### config.mk
export PLATFORM = sky130hd
export DESIGN_NAME = elevator_ctrl_flat
export DESIGN_NICKNAME = d
export VERILOG_FILES = /design/src/rtl/elevator_pkg.sv /design/src/rtl/elevator_ctrl_if.sv /design/src/rtl/elevator_ctrl_call_register.sv /design/src/rtl/elevator_ctrl.sv /design/src/flat_wrapper.sv
export SDC_FILE = /design/constraint.sdc
export NUM_CORES = 1
export LEC_CHECK = 0
export BUFFER_PORTS_ARGS = -buffer_cell sky130_fd_sc_hd__buf_2
export CAP_MARGIN = 15
export CORE_MARGIN = 4
export CORE_UTILIZATION = 30
export DETAILED_ROUTE_END_ITERATION = 16
export PLACE_DENSITY = 0.53
export REMOVE_ABC_BUFFERS = 1
export SLEW_MARGIN = 10
export SYNTH_ARGS = -nofsm -noshare
export SYNTH_HDL_FRONTEND = slang
export SYNTH_SLANG_ARGS = --single-unit
### constraint.sdc
create_clock -name clk_1hz -period 1.85 [get_ports clk_1hz]
set_clock_uncertainty 0.15 [all_clocks]
set_input_delay 0.2775 -clock clk_1hz [delete_from_list [all_inputs] [get_ports clk_1hz]]
set_output_delay 0.2775 -clock clk_1hz [all_outputs]
set_load 0.005 [all_outputs]
### src/rtl/elevator_pkg.sv
// Shared elevator constants: floor count, position width, FSM encodings, direction codes.
// Latency: none (package of constants plus one pure function).
// Backpressure: n/a.
package elevator_pkg;

  localparam int FLOORS = 4;   // must equal 2**POS_W
  localparam int POS_W  = 2;   // width of the mover position bus

  // Controller FSM encoding (2 bits)
  localparam logic [1:0] ST_IDLE   = 2'd0;
  localparam logic [1:0] ST_MOVING = 2'd1;
  localparam logic [1:0] ST_DOOR   = 2'd2;

  // head encoding on the mover bus
  localparam logic DIR_UP   = 1'b1;
  localparam logic DIR_DOWN = 1'b0;

  // SCAN direction choice: keep going while there is work ahead, reverse only when
  // the only remaining work is behind, otherwise leave the direction alone.
  function automatic logic scan_head(input logic cur,
                                     input logic any_above,
                                     input logic any_below);
    logic ahead;
    logic behind;
    ahead  = (cur == DIR_UP) ? any_above : any_below;
    behind = (cur == DIR_UP) ? any_below : any_above;
    if (ahead || !behind) begin
      return cur;
    end
    return (cur == DIR_UP) ? DIR_DOWN : DIR_UP;
  endfunction

endpackage

### src/rtl/elevator_ctrl_if.sv
// Controller <-> mover bus: commands (stop/head/DoorClose) one way, position/Door back.
// Latency: none (wires only).
// Backpressure: none; the mover samples commands on its own slow tick.
//  master (controller): drives stop, head, DoorClose; reads position, Door
//  slave  (mover)     : reads stop, head, DoorClose; drives position, Door
interface elevator_ctrl_if;
  import elevator_pkg::*;

  logic             stop;       // 1 = hold car, door open
  logic             head;       // 1 = up, 0 = down
  logic             DoorClose;  // 1 = close door and travel
  logic [POS_W-1:0] position;   // current floor
  logic             Door;       // 1 = door open

  modport master (
    output stop, head, DoorClose,
    input  position, Door
  );

  modport slave (
    input  stop, head, DoorClose,
    output position, Door
  );

endinterface

### src/rtl/elevator_ctrl_call_register.sv
// Latched floor calls with set/clear and above/below reductions relative to the car.
// Latency: one cycle from call_set/call_clr to pending; reductions are combinational on pending.
// Backpressure: none; the caller decides set/clear priority by how it builds call_clr.
//  clk_1hz, rst (sync active-low) | call_set, call_clr : FLOORS-bit masks
//  position : current floor        | pending, any_above, any_below, here : status
module elevator_ctrl_call_register
  import elevator_pkg::*;
(
  input  logic              clk_1hz,
  input  logic              rst,
  input  logic [FLOORS-1:0] call_set,
  input  logic [FLOORS-1:0] call_clr,
  input  logic [POS_W-1:0]  position,
  output logic [FLOORS-1:0] pending,
  output logic              any_above,
  output logic              any_below,
  output logic              here
);

  logic [FLOORS-1:0] pend_q;

  // Clear is applied after set, so a bit present in call_clr always ends up 0.
  always_ff @(posedge clk_1hz) begin
    if (!rst) begin
      pend_q <= '0;
    end else begin
      pend_q <= (pend_q | call_set) & ~call_clr;
    end
  end

  always_comb begin
    any_above = 1'b0;
    any_below = 1'b0;
    for (int i = 0; i < FLOORS; i++) begin
      if (pend_q[i] && (POS_W'(i) > position)) any_above = 1'b1;
      if (pend_q[i] && (POS_W'(i) < position)) any_below = 1'b1;
    end
  end

  assign here    = pend_q[position];
  assign pending = pend_q;

endmodule

### src/rtl/elevator_ctrl.sv
// SCAN elevator scheduler commanding one car mover; latches calls and sequences stops.
// Latency: all outputs registered; one cycle from an observed input to the output change.
// Backpressure: none; dwell only counts once the mover reports Door=1.
//  clk_1hz, rst (sync active-low) | call[FLOORS], close_btn : passenger inputs
//  pending[FLOORS] : unserved calls | mv (master) : stop/head/DoorClose out, position/Door in
module elevator_ctrl
  import elevator_pkg::*;
#(
  parameter int DWELL_CYC = 8
) (
  input  logic              clk_1hz,
  input  logic              rst,
  input  logic [FLOORS-1:0] call,
  input  logic              close_btn,
  output logic [FLOORS-1:0] pending,
  elevator_ctrl_if.master   mv
);

  localparam int DW = $clog2(DWELL_CYC + 1);

  logic [1:0]        state_q, state_d;
  logic [DW-1:0]     dwell_q, dwell_d;
  logic              stop_q, stop_d;
  logic              head_q, head_d;
  logic              dc_q, dc_d;

  logic [FLOORS-1:0] call_clr;
  logic [FLOORS-1:0] here_mask;
  logic              any_above, any_below, here;
  logic              others;
  logic              ahead;
  logic              restart;
  logic              dwell_done;

  elevator_ctrl_call_register u_call_register (
    .clk_1hz   (clk_1hz),
    .rst       (rst),
    .call_set  (call),
    .call_clr  (call_clr),
    .position  (mv.position),
    .pending   (pending),
    .any_above (any_above),
    .any_below (any_below),
    .here      (here)
  );

  assign here_mask = FLOORS'(1) << mv.position;
  // Work somewhere other than the current floor; only this justifies leaving.
  assign others    = any_above | any_below;
  assign ahead     = (head_q == DIR_UP) ? any_above : any_below;
  // A call for the floor being served re-opens the dwell window.
  assign restart   = call[mv.position] | here;
  assign dwell_done = mv.Door && (close_btn || (dwell_q == DW'(DWELL_CYC - 1)));

  // State and output registers
  always_ff @(posedge clk_1hz) begin
    if (!rst) begin
      state_q <= ST_IDLE;
      dwell_q <= '0;
      stop_q  <= 1'b0;
      head_q  <= DIR_UP;
      dc_q    <= 1'b0;
    end else begin
      state_q <= state_d;
      dwell_q <= dwell_d;
      stop_q  <= stop_d;
      head_q  <= head_d;
      dc_q    <= dc_d;
    end
  end

  // Next state and dwell counter
  always_comb begin
    state_d = state_q;
    dwell_d = dwell_q;
    case (state_q)
      ST_IDLE: begin
        dwell_d = '0;
        if (here)        state_d = ST_DOOR;
        else if (others) state_d = ST_MOVING;
      end
      ST_MOVING: begin
        dwell_d = '0;
        if (here)         state_d = ST_DOOR;
        else if (!others) state_d = ST_IDLE;
      end
      ST_DOOR: begin
        if (restart) begin
          dwell_d = '0;
        end else if (dwell_done) begin
          dwell_d = '0;
          state_d = others ? ST_MOVING : ST_IDLE;
        end else if (mv.Door) begin
          dwell_d = dwell_q + DW'(1);
        end
      end
      default: begin
        state_d = ST_IDLE;
        dwell_d = '0;
      end
    endcase
  end

  // Registered outputs follow the next state; head is re-chosen only when a trip
  // starts or the work ahead has vanished, so it is held for the whole trip.
  always_comb begin
    stop_d   = (state_d == ST_DOOR);
    dc_d     = (state_d == ST_MOVING);
    head_d   = head_q;
    call_clr = '0;
    if ((state_d == ST_MOVING) && ((state_q != ST_MOVING) || !ahead)) begin
      head_d = scan_head(head_q, any_above, any_below);
    end
    if (state_q == ST_DOOR) begin
      call_clr = here_mask;            // serving this floor: clear beats a new call
    end else if (here) begin
      call_clr = here_mask & ~call;    // not yet serving: a fresh call keeps the bit
    end
  end

  assign mv.stop      = stop_q;
  assign mv.head      = head_q;
  assign mv.DoorClose = dc_q;

endmodule
### src/flat_wrapper.sv
// flat-port wrapper written by rule: the top's interface ports become plain ports
module elevator_ctrl_flat import elevator_pkg::*;
#(
  parameter int DWELL_CYC = 8
)
  (clk_1hz, rst, call, close_btn, pending, mv_stop, mv_head, mv_DoorClose, mv_position, mv_Door);
  elevator_ctrl_if mv_i ();
  input  logic clk_1hz;
  input  logic rst;
  input  logic [FLOORS-1:0] call;
  input  logic close_btn;
  output logic [FLOORS-1:0] pending;
  output wire logic [$bits(mv_i.stop)-1:0] mv_stop;
  output wire logic [$bits(mv_i.head)-1:0] mv_head;
  output wire logic [$bits(mv_i.DoorClose)-1:0] mv_DoorClose;
  input wire logic [$bits(mv_i.position)-1:0] mv_position;
  input wire logic [$bits(mv_i.Door)-1:0] mv_Door;
  assign mv_stop = mv_i.stop;
  assign mv_head = mv_i.head;
  assign mv_DoorClose = mv_i.DoorClose;
  assign mv_i.position = mv_position;
  assign mv_i.Door = mv_Door;
  elevator_ctrl #(.DWELL_CYC(DWELL_CYC)) u_core (.clk_1hz(clk_1hz), .rst(rst), .call(call), .close_btn(close_btn), .pending(pending), .mv(mv_i));
endmodule
# Yosys cells after proc, flatten, opt, wreduce, memory -nomap -nowiden

Index checks and enable logic that the tools add are counted.

$mul: 0
Multiplexer cells: 28
Equal/unequal tests: 7
$add $sub $neg: 1
Shift operators: 1
Order comparisons: 9
Div/mod/pow operators: 0
Bitwise logic cells: 9
Reduce and logical (&&, ||, !) cells: 18

Operator list:

| cell                                                                         | count |
|---|---|
| 1-bit two-way mux                                                            | 17 |
| 2-bit two-way mux                                                            | 6 |
| 1-bit logical AND                                                            | 10 |
| 4-bit AND                                                                    | 2 |
| 4-bit two-way mux                                                            | 2 |
| 4-bit NOT                                                                    | 2 |
| 2-bit one-hot mux with 3 select lines                                        | 1 |
| 4-bit by 1-bit adder with 4-bit output, second input constant                | 1 |
| 1-bit binary-select mux with 2-bit select                                    | 2 |
| 2-bit by 1-bit == test with 1-bit output, second input constant              | 2 |
| 2-bit == test, second input constant                                         | 2 |
| 4-bit by 3-bit == test with 1-bit output, second input constant              | 1 |
| 1-bit by 2-bit > comparator with 1-bit output, first input constant          | 2 |
| 2-bit > comparator, first input constant                                     | 2 |
| 1-bit by 2-bit less-than comparator with 1-bit output, first input constant  | 2 |
| 2-bit less-than comparator, first input constant                             | 2 |
| 4-bit bitwise OR                                                             | 1 |
| 4-bit OR reduction                                                           | 1 |
| 1-bit by 2-bit << shifter with 4-bit output, first input constant            | 1 |
| 1-bit logical OR                                                             | 3 |
| 2-bit by 3-bit less-than comparator with 1-bit output, second input constant | 1 |
| 1-bit zero test                                                              | 2 |
| 2-bit zero test                                                              | 1 |
| 2-bit by 1-bit != test with 1-bit output, second input constant              | 1 |
| other kinds (4)                                                              | 6 |

Memory bits (read-only): 0
Flip-flop bits (word level): 13
Output and inout port bits: 7
Input port bits: 10
Bits in latches: 0
Memories: 0
RAM bits: 0
Word-level logic and storage cells: 79

# Logic depth before layout (Yosys ltp)

Gate-level depths: netlist of the first run.

Word-level depth: 16
Depth in mapped cells: 6
Gate-level depth less buffers: 6

# By module

Synthesis of the first run repeated with hierarchy kept, for this count alone.

Cells, all modules: 78
Area total of the unflattened synthesis: 700.7 µm²

Modules (own cells, without submodules):

| module                      | cells each | area an instance (µm²) | sequential area each (µm²) | times used |
|---|---|---|---|---|
| elevator_ctrl               | 58         | 519.2                  | 180.2                      | 1 |
| elevator_ctrl_call_register | 20         | 181.4                  | 80.1                       | 1 |

# Worst setup path after synthesis of the first run

Ideal clock, no wire load.

Kind: input -> register
Start point: input mv_position[0]
End point: register u_core.head_q, in the netlist u_core.mv.head
Library setup time: 119 ps
Stages: 5
Setup slack: -5 ps
Buffers on the path: 0
Arrival: 1,587 ps
Required time: 1,581 ps
Path through: mux4_2 a211o_1 a221oi_2 mux2i_1 o21ai_1

Cells in the longest elaborated chain, start to end: 14
Elaborated cells on any way between the ends: 50
Those cells by class: order compare: 8; eq/ne: 2; mux: 24; bitwise: 2; reduce/logical: 14

Ends and longest elaborated chain:

| item                                                                                                                   | line                                                                 | text |
|---|---|---|
| from (decl)                                                                                                            | flat_wrapper.sv:16                                                   | `input wire logic [$bits(mv_i.position)-1:0] mv_position;` |
| 1-bit by 2-bit > comparator with 1-bit output or 1-bit by 2-bit less-than comparator with 1-bit output (tied branches) | elevator_ctrl_call_register.sv:35, elevator_ctrl_call_register.sv:36 |  |
| 1-bit logical AND (on tied branches)                                                                                   | elevator_ctrl_call_register.sv:35, elevator_ctrl_call_register.sv:36 |  |
| 1-bit two-way mux (on tied branches) (4 in series)                                                                     | elevator_ctrl_call_register.sv:35, elevator_ctrl_call_register.sv:36 |  |
| 1-bit bitwise OR                                                                                                       | elevator_ctrl.sv:49                                                  | `assign others = any_above \| any_below;` |
| 1-bit two-way mux                                                                                                      | elevator_ctrl.sv:92                                                  | `state_d = others ? ST_MOVING : ST_IDLE;` |
| 2-bit two-way mux                                                                                                      | elevator_ctrl.sv:90                                                  | `end else if (dwell_done) begin` |
| 2-bit two-way mux                                                                                                      | elevator_ctrl.sv:88                                                  | `if (restart) begin` |
| 2-bit one-hot mux with 3 select lines                                                                                  | elevator_ctrl.sv:76                                                  | `case (state_q)` |
| 2-bit by 1-bit == test with 1-bit output                                                                               | elevator_ctrl.sv:111                                                 | `if ((state_d == ST_MOVING) && ((state_q != ST_MOVING) \|\| !ahead)) begin` |
| 1-bit logical AND                                                                                                      | elevator_ctrl.sv:111                                                 |  |
| 2-bit AND reduction (no line) *                                                                                        | --                                                                   |  |
| to (signal assigned)                                                                                                   | elevator_ctrl.sv:61                                                  | `head_q <= DIR_UP;` |
| to (signal assigned)                                                                                                   | elevator_ctrl.sv:67                                                  | `head_q <= head_d;` |
| to (decl)                                                                                                              | elevator_ctrl.sv:24                                                  | `logic head_q, head_d;` |

Mark *: on every way between the ends. The rest lies on a longest branch, timed or not. The select of a mux whose other input is x is not followed.
A chain may end at the register's enable or synchronous reset.

# Worst setup path after layout of the first run

Start point: register u_core.dwell_q[0]
End point: register u_core.head_q, in the netlist u_core.mv.head

Cells in the longest elaborated chain, start to end: 9

Ends and longest elaborated chain:

| item                                     | line                 | text |
|---|---|---|
| from (decl)                              | elevator_ctrl.sv:22  | `logic [DW-1:0] dwell_q, dwell_d;` |
| from (signal assigned)                   | elevator_ctrl.sv:65  | `dwell_q <= dwell_d;` |
| 4-bit by 3-bit == test with 1-bit output | elevator_ctrl.sv:53  | `assign dwell_done = mv.Door && (close_btn \|\| (dwell_q == DW'(DWELL_CYC - 1)));` |
| 1-bit logical OR                         | elevator_ctrl.sv:53  |  |
| 1-bit logical AND                        | elevator_ctrl.sv:53  |  |
| 2-bit two-way mux                        | elevator_ctrl.sv:90  |  |
| 2-bit two-way mux                        | elevator_ctrl.sv:88  |  |
| 2-bit one-hot mux with 3 select lines    | elevator_ctrl.sv:76  |  |
| 2-bit by 1-bit == test with 1-bit output | elevator_ctrl.sv:111 |  |
| 1-bit logical AND                        | elevator_ctrl.sv:111 |  |
| 2-bit AND reduction (no line)            | --                   |  |

No other way between the ends.

==> results of run 1 <==
## per-layer routing
metal / GRT usage / share of wire
met5: 0 / 0
met4: 0.0530 / 0.019
met3: 0.0339 / 0.039
met2: 0.201 / 0.51
met1: 0.131 / 0.43
## final timing paths
check,from,endpoint,slack [ns],cells past startpoint
hold reg to reg,u_core.u_call_register.pending[1],u_core.u_call_register.pending[1],0.38,2
setup / recovery,u_core.dwell_q[0],u_core.mv.head,0.05,6
setup reg to reg,u_core.dwell_q[0],u_core.mv.head,0.05,6
hold / removal,rst,u_core.mv.head,0.14,2
## final cells by class
class	instances	area (um2)	area share
Sequential cell	13	267	0.283
Multi-Input combinational cell	60	435	0.463
Inverter	2	7.51	0.00798
Timing Repair Buffer	28	170	0.181
Tap cell	28	35.0	0.0372
Clock buffer	4	26.3	0.0279
## power groups by stage
stage                     clock, mW  combinational (mW)  sequential (mW)
final                         0.176               0.157            0.326
after CTS                     0.178               0.154            0.324
after global routing          0.192               0.176            0.331
after global placement            0               0.145            0.331
after detailed placement          0               0.148            0.330
after floorplan                   0              0.0799            0.329
## synthesized netlist by cell type (3+ instances only)
master | n | area [um2]
a21oi_1 | 5 | 25.0
a21boi_0 | 3 | 22.5
nor2_1 | 7 | 26.3
o21ai_0 | 4 | 20.0
dfxtp_1 | 13 | 260
nand2_1 | 8 | 30.0
## repair_timing
action,4_1_cts,5_1_grt
setup buffers,1,1
endpoints found under the setup margin,1,3
endpoints found under the hold margin,0,0
gates resized for setup,2,6
pin swaps,3,0
## flip-flops by register name, summed over array words and instances, names as in the netlist
signal	count
u_core.mv.DoorClose	1
u_core.state_q	2
u_core.mv.stop	1
u_core.u_call_register.pending	4
u_core.mv.head	1
u_core.dwell_q	4
## through the flow
step                cell area, um2  utilization
floorplan                      684            -
global placement               875        0.388
detailed placement             875        0.388
CTS                            912        0.405
global route                   941        0.417
finish                         941        0.417
## logic make-up after synthesis
| logic type | after synthesis |
|---|---|
| XOR/XNOR | 3 |
| adder cells (fa/ha/maj) | 1 |
| AO/OA/AOI/OAI | 22 |
| AND/OR/NAND/NOR | 30 |
| flip-flops | 13 |
| multiplexers | 4 |
| buffers and inverters | 5 |
==> results.sh, run 1 <==
export IMPL_synthAdderAreaFrac=0.0174
export IMPL_start_kind="register"
export IMPL_total_power_mw=0.658
export IMPL_io_pins=17
export IMPL_clockPowerShare=0.267
export IMPL_synth_compound_area_share=0.209
export IMPL_cts_buffer_depth=2
export IMPL_synth_edf_count=0
export IMPL_antenna_cells=0
export IMPL_yosysUniqueCellTypes=35
export IMPL_avgSynthCellArea_um2=9.22
export IMPL_ys_warn_count=0
export IMPL_cap_violations=0
export IMPL_grt_pass1_vias=717
export IMPL_power_frac_comb=0.238
export IMPL_switching_share=0.283
export IMPL_cellPowerDensity_nw_per_um2=700
export IMPL_rsz0062_at_grt="yes"
export IMPL_layout_common_cells="16 x buf_2, 12 x buf_4, 8 x nand2_1, 8 x dfxtp_1, 7 x nor2_1"
export IMPL_maxSlewHeadroom=0.816
export IMPL_crit_slowest_cell="dfxtp_2"
export IMPL_ys_seq_area_frac=0.362
export IMPL_overflow=0
export IMPL_clkLatencyLatePin_ns=0.27
export IMPL_die_h_um=57.0
export IMPL_setup_violations_final=0
export IMPL_grt_max_degree=11
export IMPL_finish_net_count=119
export IMPL_drtIter0Drc=16
export IMPL_crit_path_max_incr_delay_ns=0.36
export IMPL_wl_um=1810
export IMPL_wire_per_inst_um=13.4
export IMPL_synth_async_sr_flop_share=0
export IMPL_clkSinkCount=13
export IMPL_cp_buffers_inverters=0
export IMPL_numCtsBuffers=3
export IMPL_synth_ff_type="dfxtp_1"
export IMPL_fin_ws_ns=0.0513
export IMPL_synth_simple_gate_area_share=0.226
export IMPL_hold_violations=0
export IMPL_cts_tree="done"
export IMPL_die_area_um2=3250
export IMPL_htree_levels=1
export IMPL_grt_pass1_wl_um=2980
export IMPL_p_seq_frac=0.495
export IMPL_hold_slack_ns=0.137
export IMPL_crit_type="register to register"
export IMPL_initial_utilization=0.319
export IMPL_layout_commonest_cell="buf_2"
export IMPL_core_rowCount=17
export IMPL_routed_via_density=5.07
export IMPL_muxShareOfSynthArea=0.0904
export IMPL_instances_no_fill=135
export IMPL_cp_required_ns=1.86
export IMPL_slew_violations=0
export IMPL_synthesis_area_um2=719
export IMPL_num_vias=685
export IMPL_grt_antenna_before_repair=0
export IMPL_end_kind="register"
export IMPL_numPortBuffers=16
export IMPL_track_usage=0.116
export IMPL_crit_chain="ha_4 -> nand4b_1 -> a211o_1 -> a221oi_2 -> mux2i_1 -> o21ai_1"
export IMPL_fillers=248
export IMPL_syn2layout_area_growth_pct=30.8
export IMPL_hold_buffers=0
export IMPL_drc=0
export IMPL_post_route_min_period_ns=1.80
export IMPL_hold_path_class="input port to register"
export IMPL_status="finished, final reports clean"
export IMPL_die_x_um=57.0
export IMPL_vdd_drop_max_uv=418
export IMPL_synth_seq_cells=13
export IMPL_drtAntennaViolNets=0
export IMPL_p_sw_mw=0.186
export IMPL_p_int_mw=0.472
export IMPL_first_pass_iters=4
export IMPL_synthXorXnorAreaFrac=0.0365
export IMPL_fmax_ghz=0.556
export IMPL_core_area_um2=2250
export IMPL_place_hpwl_um=1340
export IMPL_critPathArrivalTime_ns=1.81
export IMPL_cts_clk_slew_worst_paths_ns=0.08
export IMPL_synth_top_family_by_area="simple AND/OR/NAND/NOR gates"
export IMPL_worstMarginPinSlew_ns=0.277
export IMPL_p_leak_nw=0.399
export IMPL_cpLargestDelayFamily="compound AO/OA/AOI/OAI gates"
export IMPL_gp_congestion=0.802
export IMPL_synthCells=78
export IMPL_setup_tns_ns=0
export IMPL_cts_root_buf="clkbuf_4"
export IMPL_path_max_fanout=2
export IMPL_dp_cells=129
export IMPL_drive_above_1_share=0.449
export IMPL_min_period_over_period=0.972
export IMPL_pre_cts_ws_ns=-0.222
Note: power is estimated with default switching activity, not from simulation.
==> run 2, diff against run 1 <==
--- a/config.mk
+++ b/config.mk
@@ -10,6 +10,7 @@
 export CORE_MARGIN = 4
 export CORE_UTILIZATION = 30
 export DETAILED_ROUTE_END_ITERATION = 16
+export MAX_ROUTING_LAYER = met4
 export PLACE_DENSITY = 0.53
 export REMOVE_ABC_BUFFERS = 1
 export SLEW_MARGIN = 10
==> results.sh, run 2 (same netlist as run 1, synthesis figures left out) <==
export IMPL_holdPathStages=2
export IMPL_die_area_um2=3250
export IMPL_hold_slack_ns=0.132
export IMPL_crit_type="register to register"
export IMPL_core_rowCount=17
export IMPL_worst_r2r_endpoint="u_core.mv.head"
export IMPL_clkSinkCount=13
export IMPL_hold_buffers=0
export IMPL_initial_utilization=0.319
export IMPL_drtIter0Drc=16
export IMPL_cts_buffer_depth=2
export IMPL_cap_violations=0
export IMPL_hold_path_class="input port to register"
export IMPL_numPortBuffers=16
export IMPL_cellPowerDensity_nw_per_um2=699
export IMPL_cts_tree="done"
export IMPL_setup_violations_final=0
export IMPL_layout_common_cells="16 x buf_2, 12 x buf_4, 9 x dfxtp_1"
export IMPL_first_pass_iters=4
export IMPL_worstMarginPinSlew_ns=0.276
export IMPL_clkLatencyLatePin_ns=0.27
export IMPL_crit_path_max_incr_delay_ns=0.36
export IMPL_regArea_um2=265
export IMPL_io_pins=17
export IMPL_htree_levels=1
export IMPL_place_hpwl_um=1340
export IMPL_track_usage=0.119
export IMPL_numCtsBuffers=3
export IMPL_end_kind="register"
export IMPL_rsz0062_at_grt="yes"
export IMPL_gp_congestion=0.813
export IMPL_slew_violations=0
export IMPL_cts_root_buf="clkbuf_4"
export IMPL_num_vias=684
export IMPL_antenna_cells=0
export IMPL_fmax_ghz=0.553
export IMPL_finish_net_count=119
export IMPL_grt_antenna_before_repair=0
export IMPL_status="finished, final reports clean"
export IMPL_fin_ws_ns=0.0416
export IMPL_grt_max_degree=11
export IMPL_multi_input_area_um2=435
export IMPL_reg2reg_from="u_core.dwell_q[0]"
export IMPL_critPathArrivalTime_ns=1.82
export IMPL_drc=0
export IMPL_post_route_min_period_ns=1.81
export IMPL_grt_pass1_vias=720
export IMPL_setup_tns_ns=0
export IMPL_cp_required_ns=1.86
export IMPL_overflow=0
export IMPL_instances_no_fill=135
export IMPL_fillers=246
export IMPL_ff2ff_setup_slack_ns=0.04
export IMPL_path_max_fanout=2
export IMPL_cts_clk_slew_worst_paths_ns=0.08
export IMPL_maxSlewHeadroom=0.815
export IMPL_dp_cells=129
export IMPL_p_leak_nw=0.399
export IMPL_drtAntennaViolNets=0
export IMPL_wl_um=1800
export IMPL_min_period_over_period=0.978
export IMPL_core_area_um2=2250
export IMPL_start_kind="register"
export IMPL_hold_violations=0
export IMPL_drive_above_1_share=0.439
export IMPL_total_power_mw=0.657
export IMPL_vdd_drop_max_uv=418
export IMPL_layout_commonest_cell="buf_2"
export IMPL_reg2reg_depth=6
export IMPL_grt_pass1_wl_um=2970
export IMPL_wire_per_inst_um=13.4
export IMPL_pre_cts_ws_ns=-0.222
export IMPL_crit_chain="ha_4 -> nand4b_1 -> a211o_1 -> a221oi_2 -> mux2i_1 -> o21ai_1"
export IMPL_syn2layout_area_growth_pct=30.6
export IMPL_die_h_um=57.0
export IMPL_hold_end="u_core.mv.head"
export IMPL_die_x_um=57.0
export IMPL_routed_via_density=5.07
export IMPL_crit_slowest_cell="dfxtp_2"
export IMPL_worstHoldStart="rst"
[run 2: critical path, delay by kind of cell, from the launching register on]
family	cells	cell delay [ns]
compound gates	3	0.69
fa+ha+maj	1	0.14
flops	1	0.36
mux	1	0.22
simple gates	1	0.15
[run 2: worst max-delay path by stage]
stage	startpoint	to	slack [ns]	cells past startpoint
floorplan	mv_position[0]	u_core.mv.head	-0.005	5
global placement	mv_position[0]	u_core.mv.head	-0.18	6
detailed placement	mv_position[0]	u_core.mv.head	-0.22	6
CTS	u_core.dwell_q[0]	u_core.mv.head	0.004	6
global route	u_core.dwell_q[0]	u_core.mv.head	-0.12	6
finish	u_core.dwell_q[0]	u_core.mv.head	0.04	6
[run 2: layout make-up]
type | instances | share of cell area
Sequential cell | 13 | 0.282
Tap cell | 28 | 0.0373
Clock buffer | 4 | 0.0280
Timing Repair Buffer | 28 | 0.181
Multi-Input combinational cell | 60 | 0.463
Inverter | 2 | 0.00799
[run 2: power by group]
part / internal, mW / switching (mW)
registers: 0.302 / 0.0235
clock network: 0.0835 / 0.0910
logic: 0.0860 / 0.0704
[run 2: routing by layer]
metal	GRT usage	part of all wire
met5	-	0
met4	0.0530	0.019
met3	0.0294	0.038
met2	0.204	0.50
met1	0.128	0.44
[run 2: per-stage QoR]
step           utilization  area [um2]
5_1_grt              0.417         940
6_report             0.417         940
3_3_place_gp         0.388         875
2_1_floorplan            -         684
4_1_cts              0.405         912
3_5_place_dp         0.388         875
[run 2: repair_timing]
action,in CTS,in global routing
setup endpoints to repair,1,3
pin swaps,3,0
setup buffers,1,1
gates resized for setup,2,5
